### src/rtl/pose2grid_pkg.sv
`default_nettype none
// ------------------------------------------------------------------
// pose2grid_pkg: FSM encoding, dilation offset order, saturating step.
// Rev 1.0
// ------------------------------------------------------------------
package pose2grid_pkg;

  typedef enum logic [1:0] {
    IDLE   = 2'd0,
    ACCEPT = 2'd1,
    EMIT   = 2'd2,
    DONE   = 2'd3
  } state_t;

  // Returns {dx, dy, dz}; x toggles fastest so cells sweep x, then y, then z.
  function automatic logic [2:0] subOffset(input logic [2:0] k);
    return {k[0], k[1], k[2]};
  endfunction

  function automatic logic [63:0] satInc(input logic [63:0] v, input int w);
    logic [63:0] maxVal;
    maxVal = (64'd1 << w) - 64'd1;
    return (v == maxVal) ? v : v + 64'd1;
  endfunction

endpackage
`default_nettype wire

### src/rtl/pose2grid_stream_if.sv
`default_nettype none
// ------------------------------------------------------------------
// pose2grid_stream_if: point input stream and cell output stream.
// Rev 1.0
// ------------------------------------------------------------------
interface pose2grid_stream_if #(
  parameter int POS_W = 32,
  parameter int GX_W  = 5,
  parameter int GY_W  = 6,
  parameter int GZ_W  = 5
);
  logic                    pt_valid;
  logic                    pt_ready;
  logic signed [POS_W-1:0] pt_x;
  logic signed [POS_W-1:0] pt_y;
  logic signed [POS_W-1:0] pt_z;
  logic                    pt_last;
  logic                    cell_valid;
  logic                    cell_ready;
  logic [GX_W-1:0]         cell_x;
  logic [GY_W-1:0]         cell_y;
  logic [GZ_W-1:0]         cell_z;

  modport master (
    output pt_valid, pt_x, pt_y, pt_z, pt_last, cell_ready,
    input  pt_ready, cell_valid, cell_x, cell_y, cell_z
  );

  modport slave (
    input  pt_valid, pt_x, pt_y, pt_z, pt_last, cell_ready,
    output pt_ready, cell_valid, cell_x, cell_y, cell_z
  );
endinterface
`default_nettype wire

### src/rtl/pose2grid_quant.sv
`default_nettype none
// ------------------------------------------------------------------
// pose2grid_quant: one axis of origin subtract, floor shift, range check.
// Option: POSE2GRID_DILATE_EN biases by half a cell. Rev 1.0
// ------------------------------------------------------------------
module pose2grid_quant #(
  parameter int     POS_W      = 32,
  parameter int     FRAC_W     = 16,
  parameter int     CELL_SHIFT = 0,
  parameter int     IDX_W      = 5,
  parameter longint ORIGIN     = 0
) (
  input  logic signed [POS_W-1:0] coord,
  input  logic                    offset,
  output logic [IDX_W-1:0]        idx,
  output logic                    inRange
);
  localparam int c_SH = FRAC_W + CELL_SHIFT;
  // Two guard bits: one for the origin subtract, one for the half-cell bias.
  localparam int c_W  = POS_W + 2;
  localparam logic signed [c_W-1:0] c_ORIGIN = c_W'(ORIGIN);

  logic signed [c_W-1:0] w_d;
  logic signed [c_W-1:0] w_base;
  logic signed [c_W-1:0] w_cand;

  assign w_d = {{2{coord[POS_W-1]}}, coord} - c_ORIGIN;

`ifdef POSE2GRID_DILATE_EN
  localparam logic signed [c_W-1:0] c_HALF = c_W'(64'd1 << (c_SH - 1));
  assign w_base = (w_d - c_HALF) >>> c_SH;
`else
  assign w_base = w_d >>> c_SH;
`endif

  assign w_cand  = w_base + c_W'({1'b0, offset});
  // Non-negative and below 2^IDX_W means every bit above the index is zero.
  assign inRange = (w_cand[c_W-1:IDX_W] == '0);
  assign idx     = w_cand[IDX_W-1:0];

endmodule
`default_nettype wire

### src/rtl/pose2grid_stream.sv
`default_nettype none
// ------------------------------------------------------------------
// pose2grid_stream: maps a frame of streamed 3-D points to grid cells.
// Option: POSE2GRID_DILATE_EN emits the 2x2x2 neighbourhood. Rev 1.0
// ------------------------------------------------------------------
module pose2grid_stream
  import pose2grid_pkg::*;
#(
  parameter int     POS_W      = 32,
  parameter int     FRAC_W     = 16,
  parameter int     CELL_SHIFT = 0,
  parameter int     GX_W       = 5,
  parameter int     GY_W       = 6,
  parameter int     GZ_W       = 5,
  parameter longint ORIGIN_X   = 0,
  parameter longint ORIGIN_Y   = 0,
  parameter longint ORIGIN_Z   = 0,
  parameter int     CNT_W      = 16
) (
  input  logic               CLK,
  input  logic               RST_n,
  input  logic               start,
  pose2grid_stream_if.slave  bus,
  output logic               busy,
  output logic               frame_done,
  output logic [CNT_W-1:0]   pt_cnt,
  output logic [CNT_W-1:0]   oob_cnt
);
  state_t r_state, w_next, w_acceptNext;
  logic   r_last;
  logic   w_ptReady, w_ptHs, w_startHs, w_allIn, w_emitDone, w_oobInc;
  logic   w_inX, w_inY, w_inZ;
  logic [2:0] w_off;
  logic signed [POS_W-1:0] w_qX, w_qY, w_qZ;
  logic [GX_W-1:0] w_idxX;
  logic [GY_W-1:0] w_idxY;
  logic [GZ_W-1:0] w_idxZ;

  assign w_ptHs     = w_ptReady && bus.pt_valid;
  assign w_startHs  = (r_state == IDLE) && start;
  assign w_allIn    = w_inX && w_inY && w_inZ;
  assign bus.pt_ready = w_ptReady;

  pose2grid_quant #(.POS_W(POS_W), .FRAC_W(FRAC_W), .CELL_SHIFT(CELL_SHIFT),
                    .IDX_W(GX_W), .ORIGIN(ORIGIN_X))
    u_quantX (.coord(w_qX), .offset(w_off[2]), .idx(w_idxX), .inRange(w_inX));
  pose2grid_quant #(.POS_W(POS_W), .FRAC_W(FRAC_W), .CELL_SHIFT(CELL_SHIFT),
                    .IDX_W(GY_W), .ORIGIN(ORIGIN_Y))
    u_quantY (.coord(w_qY), .offset(w_off[1]), .idx(w_idxY), .inRange(w_inY));
  pose2grid_quant #(.POS_W(POS_W), .FRAC_W(FRAC_W), .CELL_SHIFT(CELL_SHIFT),
                    .IDX_W(GZ_W), .ORIGIN(ORIGIN_Z))
    u_quantZ (.coord(w_qZ), .offset(w_off[0]), .idx(w_idxZ), .inRange(w_inZ));

`ifdef POSE2GRID_DILATE_EN
  logic signed [POS_W-1:0] r_px, r_py, r_pz;
  logic [2:0] r_k;
  logic       r_hit;
  logic       w_step;

  // Quantise the held point so each candidate k is evaluated in its own cycle.
  assign w_qX = r_px;
  assign w_qY = r_py;
  assign w_qZ = r_pz;
  assign w_off = subOffset(r_k);
  assign w_step = (r_state == EMIT) && (!w_allIn || bus.cell_ready);
  assign w_emitDone   = w_step && (r_k == 3'd7);
  assign w_acceptNext = EMIT;
  assign w_oobInc     = w_emitDone && !r_hit && !w_allIn;
  assign bus.cell_valid = (r_state == EMIT) && w_allIn;
  assign bus.cell_x = (r_state == EMIT) ? w_idxX : '0;
  assign bus.cell_y = (r_state == EMIT) ? w_idxY : '0;
  assign bus.cell_z = (r_state == EMIT) ? w_idxZ : '0;

  always_ff @(posedge CLK or negedge RST_n) begin
    if (!RST_n) begin
      r_px   <= '0;
      r_py   <= '0;
      r_pz   <= '0;
      r_last <= 1'b0;
      r_k    <= '0;
      r_hit  <= 1'b0;
    end else if (w_ptHs) begin
      r_px   <= bus.pt_x;
      r_py   <= bus.pt_y;
      r_pz   <= bus.pt_z;
      r_last <= bus.pt_last;
      r_k    <= '0;
      r_hit  <= 1'b0;
    end else if (w_step) begin
      r_k   <= r_k + 3'd1;
      r_hit <= r_hit | w_allIn;
    end
  end
`else
  logic [GX_W-1:0] r_cellX;
  logic [GY_W-1:0] r_cellY;
  logic [GZ_W-1:0] r_cellZ;

  // The live point is checked at acceptance so an out-of-range point never enters EMIT.
  assign w_qX = bus.pt_x;
  assign w_qY = bus.pt_y;
  assign w_qZ = bus.pt_z;
  assign w_off = 3'b000;
  assign w_emitDone   = (r_state == EMIT) && bus.cell_ready;
  assign w_acceptNext = w_allIn ? EMIT : (bus.pt_last ? DONE : ACCEPT);
  assign w_oobInc     = w_ptHs && !w_allIn;
  assign bus.cell_valid = (r_state == EMIT);
  assign bus.cell_x = r_cellX;
  assign bus.cell_y = r_cellY;
  assign bus.cell_z = r_cellZ;

  always_ff @(posedge CLK or negedge RST_n) begin
    if (!RST_n) begin
      r_cellX <= '0;
      r_cellY <= '0;
      r_cellZ <= '0;
      r_last  <= 1'b0;
    end else if (w_ptHs) begin
      r_cellX <= w_idxX;
      r_cellY <= w_idxY;
      r_cellZ <= w_idxZ;
      r_last  <= bus.pt_last;
    end
  end
`endif

  always_ff @(posedge CLK or negedge RST_n) begin
    if (!RST_n) r_state <= IDLE;
    else        r_state <= w_next;
  end

  always_comb begin
    w_next     = r_state;
    w_ptReady  = 1'b0;
    busy       = 1'b1;
    frame_done = 1'b0;
    case (r_state)
      IDLE: begin
        busy = 1'b0;
        if (start) w_next = ACCEPT;
      end
      ACCEPT: begin
        w_ptReady = 1'b1;
        if (bus.pt_valid) w_next = w_acceptNext;
      end
      EMIT: begin
        if (w_emitDone) w_next = r_last ? DONE : ACCEPT;
      end
      DONE: begin
        frame_done = 1'b1;
        w_next     = IDLE;
      end
      default: w_next = IDLE;
    endcase
  end

  always_ff @(posedge CLK or negedge RST_n) begin
    if (!RST_n) begin
      pt_cnt  <= '0;
      oob_cnt <= '0;
    end else if (w_startHs) begin
      pt_cnt  <= '0;
      oob_cnt <= '0;
    end else begin
      if (w_ptHs)   pt_cnt  <= CNT_W'(satInc(64'(pt_cnt), CNT_W));
      if (w_oobInc) oob_cnt <= CNT_W'(satInc(64'(oob_cnt), CNT_W));
    end
  end

endmodule
`default_nettype wire

### src/flat_wrapper.sv
// flat-port wrapper written by rule: the top's interface ports become plain ports
module pose2grid_stream_flat import pose2grid_pkg::*;
#(
  parameter int     POS_W      = 32,
  parameter int     FRAC_W     = 16,
  parameter int     CELL_SHIFT = 0,
  parameter int     GX_W       = 5,
  parameter int     GY_W       = 6,
  parameter int     GZ_W       = 5,
  parameter longint ORIGIN_X   = 0,
  parameter longint ORIGIN_Y   = 0,
  parameter longint ORIGIN_Z   = 0,
  parameter int     CNT_W      = 16
)
  (CLK, RST_n, start, busy, frame_done, pt_cnt, oob_cnt, bus_pt_valid, bus_pt_x, bus_pt_y, bus_pt_z, bus_pt_last, bus_cell_ready, bus_pt_ready, bus_cell_valid, bus_cell_x, bus_cell_y, bus_cell_z);
  pose2grid_stream_if #(.POS_W(POS_W), .GX_W(GX_W), .GY_W(GY_W), .GZ_W(GZ_W)) bus_i ();
  input  logic CLK;
  input  logic RST_n;
  input  logic start;
  output logic busy;
  output logic frame_done;
  output logic [CNT_W-1:0] pt_cnt;
  output logic [CNT_W-1:0] oob_cnt;
  input wire logic [$bits(bus_i.pt_valid)-1:0] bus_pt_valid;
  input wire logic [$bits(bus_i.pt_x)-1:0] bus_pt_x;
  input wire logic [$bits(bus_i.pt_y)-1:0] bus_pt_y;
  input wire logic [$bits(bus_i.pt_z)-1:0] bus_pt_z;
  input wire logic [$bits(bus_i.pt_last)-1:0] bus_pt_last;
  input wire logic [$bits(bus_i.cell_ready)-1:0] bus_cell_ready;
  output wire logic [$bits(bus_i.pt_ready)-1:0] bus_pt_ready;
  output wire logic [$bits(bus_i.cell_valid)-1:0] bus_cell_valid;
  output wire logic [$bits(bus_i.cell_x)-1:0] bus_cell_x;
  output wire logic [$bits(bus_i.cell_y)-1:0] bus_cell_y;
  output wire logic [$bits(bus_i.cell_z)-1:0] bus_cell_z;
  assign bus_i.pt_valid = bus_pt_valid;
  assign bus_i.pt_x = bus_pt_x;
  assign bus_i.pt_y = bus_pt_y;
  assign bus_i.pt_z = bus_pt_z;
  assign bus_i.pt_last = bus_pt_last;
  assign bus_i.cell_ready = bus_cell_ready;
  assign bus_pt_ready = bus_i.pt_ready;
  assign bus_cell_valid = bus_i.cell_valid;
  assign bus_cell_x = bus_i.cell_x;
  assign bus_cell_y = bus_i.cell_y;
  assign bus_cell_z = bus_i.cell_z;
  pose2grid_stream #(.POS_W(POS_W), .FRAC_W(FRAC_W), .CELL_SHIFT(CELL_SHIFT), .GX_W(GX_W), .GY_W(GY_W), .GZ_W(GZ_W), .ORIGIN_X(ORIGIN_X), .ORIGIN_Y(ORIGIN_Y), .ORIGIN_Z(ORIGIN_Z), .CNT_W(CNT_W)) u_core (.CLK(CLK), .RST_n(RST_n), .start(start), .bus(bus_i), .busy(busy), .frame_done(frame_done), .pt_cnt(pt_cnt), .oob_cnt(oob_cnt));
endmodule
### config.mk
export PLATFORM = sky130hd
export DESIGN_NAME = pose2grid_stream_flat
export DESIGN_NICKNAME = d
export VERILOG_FILES = /design/src/rtl/pose2grid_pkg.sv /design/src/rtl/pose2grid_stream_if.sv /design/src/rtl/pose2grid_quant.sv /design/src/rtl/pose2grid_stream.sv /design/src/flat_wrapper.sv
export SDC_FILE = /design/constraint.sdc
export NUM_CORES = 1
export LEC_CHECK = 0
export ABC_AREA = 1
export BUFFER_PORTS_ARGS = -buffer_cell sky130_fd_sc_hd__buf_2
export CELL_PAD_IN_SITES_DETAIL_PLACEMENT = 0
export CELL_PAD_IN_SITES_GLOBAL_PLACEMENT = 2
export CORE_MARGIN = 2
export CORE_UTILIZATION = 24
export DETAILED_ROUTE_END_ITERATION = 16
export PLACE_DENSITY = 0.83
export SLEW_MARGIN = 5
export SYNTH_ARGS = -nofsm -noshare
export SYNTH_HDL_FRONTEND = slang
export SYNTH_SLANG_ARGS = --single-unit
### constraint.sdc
create_clock -name CLK -period 1.9 [get_ports CLK]
set_input_delay 0.285 -clock CLK [delete_from_list [all_inputs] [get_ports CLK]]
set_output_delay 0.285 -clock CLK [all_outputs]
set_load 0.03 [all_outputs]
==> flow_summary.yaml <==
run_status:
  status: "completed"
yosys:
  synth_area_leaders: "dfrtp_1 (40%), nand2_1 (17%), nor2_1 (7.7%)"
  synth_flop_cell: "dfrtp_1"
  synth_seq_area_share_pct: 39.6
  synth_area_sq_um: 3220
  syn-instance-count: 440
  syn_area_per_cell_sq_um: 7.33
  ys_ff_latch: 51
  yosys_warnings: 0
  postSynthNetCount: 544
  post-synth-top-area-cell: "dfrtp_1"
  async_flop_share_pct: 100
  synth_edf_count: 0
  synth_top_area_share_pct: 39.6
  yosysUniqueCellTypes: 37
sta:
  fmax_mhz: 573
  skew_ps: 5.62
  slew_violations: 0
  worstMarginPinSlew_ps: 406
  fin_hold_ws_ps: 186
  rsz0062_at_grt: "no"
  maxSlewHeadroom_pct: 72.7
  period_share_pct: 91.9
  finalSetupViolCount: 0
  setup-tns-final_ps: 0
  hold_viol: 0
  fin_crit_ps: 1750
clock_network:
  clockBufferDepth: 2
  cts_root_buf: "clkbuf_16"
  tritoncts: "built"
  cts_buffers: 5
  clk_latency_ps: 290
  cts.clk_slew.worst_paths_ps: 70
  htree_num_levels: 2
  cts.sinks: 51
floorplan:
  io_pins: 154
  die_area_sq_um: 14400
  initial_utilization_pct: 24.4
  core.rowCount: 42
  coreArea_sq_um: 13200
  die_w_um: 120
  die_y_um: 120
critical_path:
  cp-end-kind: "register"
  slowest_stage: "dfrtp_1"
  path_max_fanout: 16
  timing.critical_path.buf_inv: 2
  critical_path_class: "register to register"
  cp_common_cell: "nand3_2"
  path_cells: "ha_1, nand3_2, inv_2, nand2_4, clkinv_4, nand3b_1, nand3_2, nand3_1, nand2_1"
  required_ps: 2080
  start_kind: "register"
  startpoint: "u_core.oob_cnt[0]"
  critical-path-max-stage-delay_ps: 380
  arrival_ps: 1930
  r2r_start: "u_core.oob_cnt[0]"
  critical_path.top_delay_family: "simple AND/OR/NAND/NOR gates"
global_routing:
  first_global_vias: 3181
  groute.usage.overall_pct: 13.4
  grt_overflow: 0
  grt_first_pass_wirelength_um: 15600
  grt_max_degree: 52
  antenna_found_initial: 0
cells_and_area:
  fin_nets: 676
  register_area_sq_um: 1280
  multi_input_area_sq_um: 1730
  diodes: 0
  fillers: 1436
  syn_to_final_growth_pct: 33.4
  final_layout_size_suffix_gt1_share_pct: 33.0
pwr:
  p_sw_mw: 2.79
  power_frac_clock_pct: 16.3
  combPwrFrac_pct: 52.8
  internal-power_mw: 3.06
  max-vdd-ir-drop_mv: 0.536
  powerDensity_nw_per_um2: 1360
  power.share.switching_pct: 47.7
  cellLeakagePower_nw: 2.26
  seqPwrFrac_pct: 30.8
routing:
  antenna_left: 0
  drc: 0
  routedWlPerCell_um: 12.3
  num_vias: 3253
  first_pass_iters: 4
  routed_wirelength_um: 9250
  via_per_inst: 4.34
  drt-initial-drc-count: 170
placement:
  place.port_buffers: 105
  dp_hpwl_um: 7060
  gp_congestion: 0.785
min_path:
  min-delay-path-class: "input pin to register"
  hp-start: "bus_pt_y[21]"
job:
  drv_cap: 0
-- sequential cells by signal, indices dropped and copies added, names as in the netlist --
name               flops
u_core.bus.cell_x      5
u_core.bus.cell_y      6
u_core.bus.cell_z      5
u_core.oob_cnt        16
u_core.pt_cnt         16
u_core.r_last          1
u_core.r_state         2
-- worst paths after layout --
check                                        to  depth (start not counted)  slack (ps)
hold / removal             u_core.bus.cell_y[5]                          3         190
hold reg to reg            u_core.bus.cell_y[5]                          2         480
min in group asynchronous      u_core.pt_cnt[1]                          3         520
setup / recovery              u_core.oob_cnt[7]                          9         150
setup reg to reg              u_core.oob_cnt[7]                          9         150
max in group asynchronous  u_core.bus.cell_x[3]                          3        1130
-- Yosys cell counts, drive strengths merged, types with 4 or more instances --
master  count
nand3      45
a21oi       4
clkbuf      4
inv        31
o21ai      13
o21bai      7
xor2       10
nand2     162
buf         7
dfrtp      51
nand4      16
nor2       73
-- per-layer routing --
metal / global-route usage (%) / share of wire, % / vias to the layer above
li1: - / - / 1664
met1: 18.1 / 47 / 1494
met2: 21.6 / 47 / 91
met3: 2.90 / 6.1 / 4
met4: 3.53 / 0.64 / 0
met5: 0 / 0 / -
-- cell families after synthesis --
kind of cell             after synthesis  share of synthesized area [%]
AO/OA/AOI/OAI                         26                           5.20
AND/OR/NAND/NOR                      304                           44.1
XOR/XNOR                              13                           3.53
buffers and inverters                 44                           6.79
adder cells (fa/ha/maj)                2                          0.776
flip-flops                            51                           39.6
-- worst register-to-register path, delay by kind of cell (launching register included) --
family	cells	cell delay, ps
and+or+nand+nor	6	910
buffers and inverters	2	110
DFF	1	380
adders and majority gates	1	220
-- final cells by class --
class	instances	area share, %
repair buffers	136	18.3
inverters	33	3.08
well taps	176	5.12
flip-flops and latches	51	29.7
multi-input cells	345	40.2
clock buffers	8	3.64
-- stage by stage --
stage          util [%]  total power, mW  worst slack (ps)  area [sq um]  std cells
5_1_grt            32.6             6.32              5.28          4300        749
4_1_cts            32.6             5.93               103          4300        749
3_5_place_dp       31.3             4.95               113          4130        740
6_report           32.6             5.85               155          4300        749
3_3_place_gp       31.3             4.90               160          4130        740
2_1_floorplan         -             3.87              34.6          3220        440
-- power by group through the flow --
stage	logic, mW	registers, mW	clock network (mW)
2_1_floorplan	1.27	2.60	0
3_3_place_gp	3.10	1.80	0
3_5_place_dp	3.14	1.81	0
4_1_cts	3.14	1.81	0.989
5_1_grt	3.41	1.86	1.04
6_report	3.09	1.80	0.956
-- timing repair --
item / in CTS / in global routing
resized for setup: 0 / 0
setup buffers: 0 / 0
endpoints found under the hold margin: 24 / 0
hold buffers: 1 / 0
-- cell usage in the layout (no fill, tap or decap), drive strengths merged, types with 8 or more instances in the layout --
master,count
o21ai,13
buf,135
nand4,16
nand3,45
dfrtp,51
nand2,162
xor2,10
inv,31
clkbuf,8
nor2,73
Power figures use the tool's default switching activity.
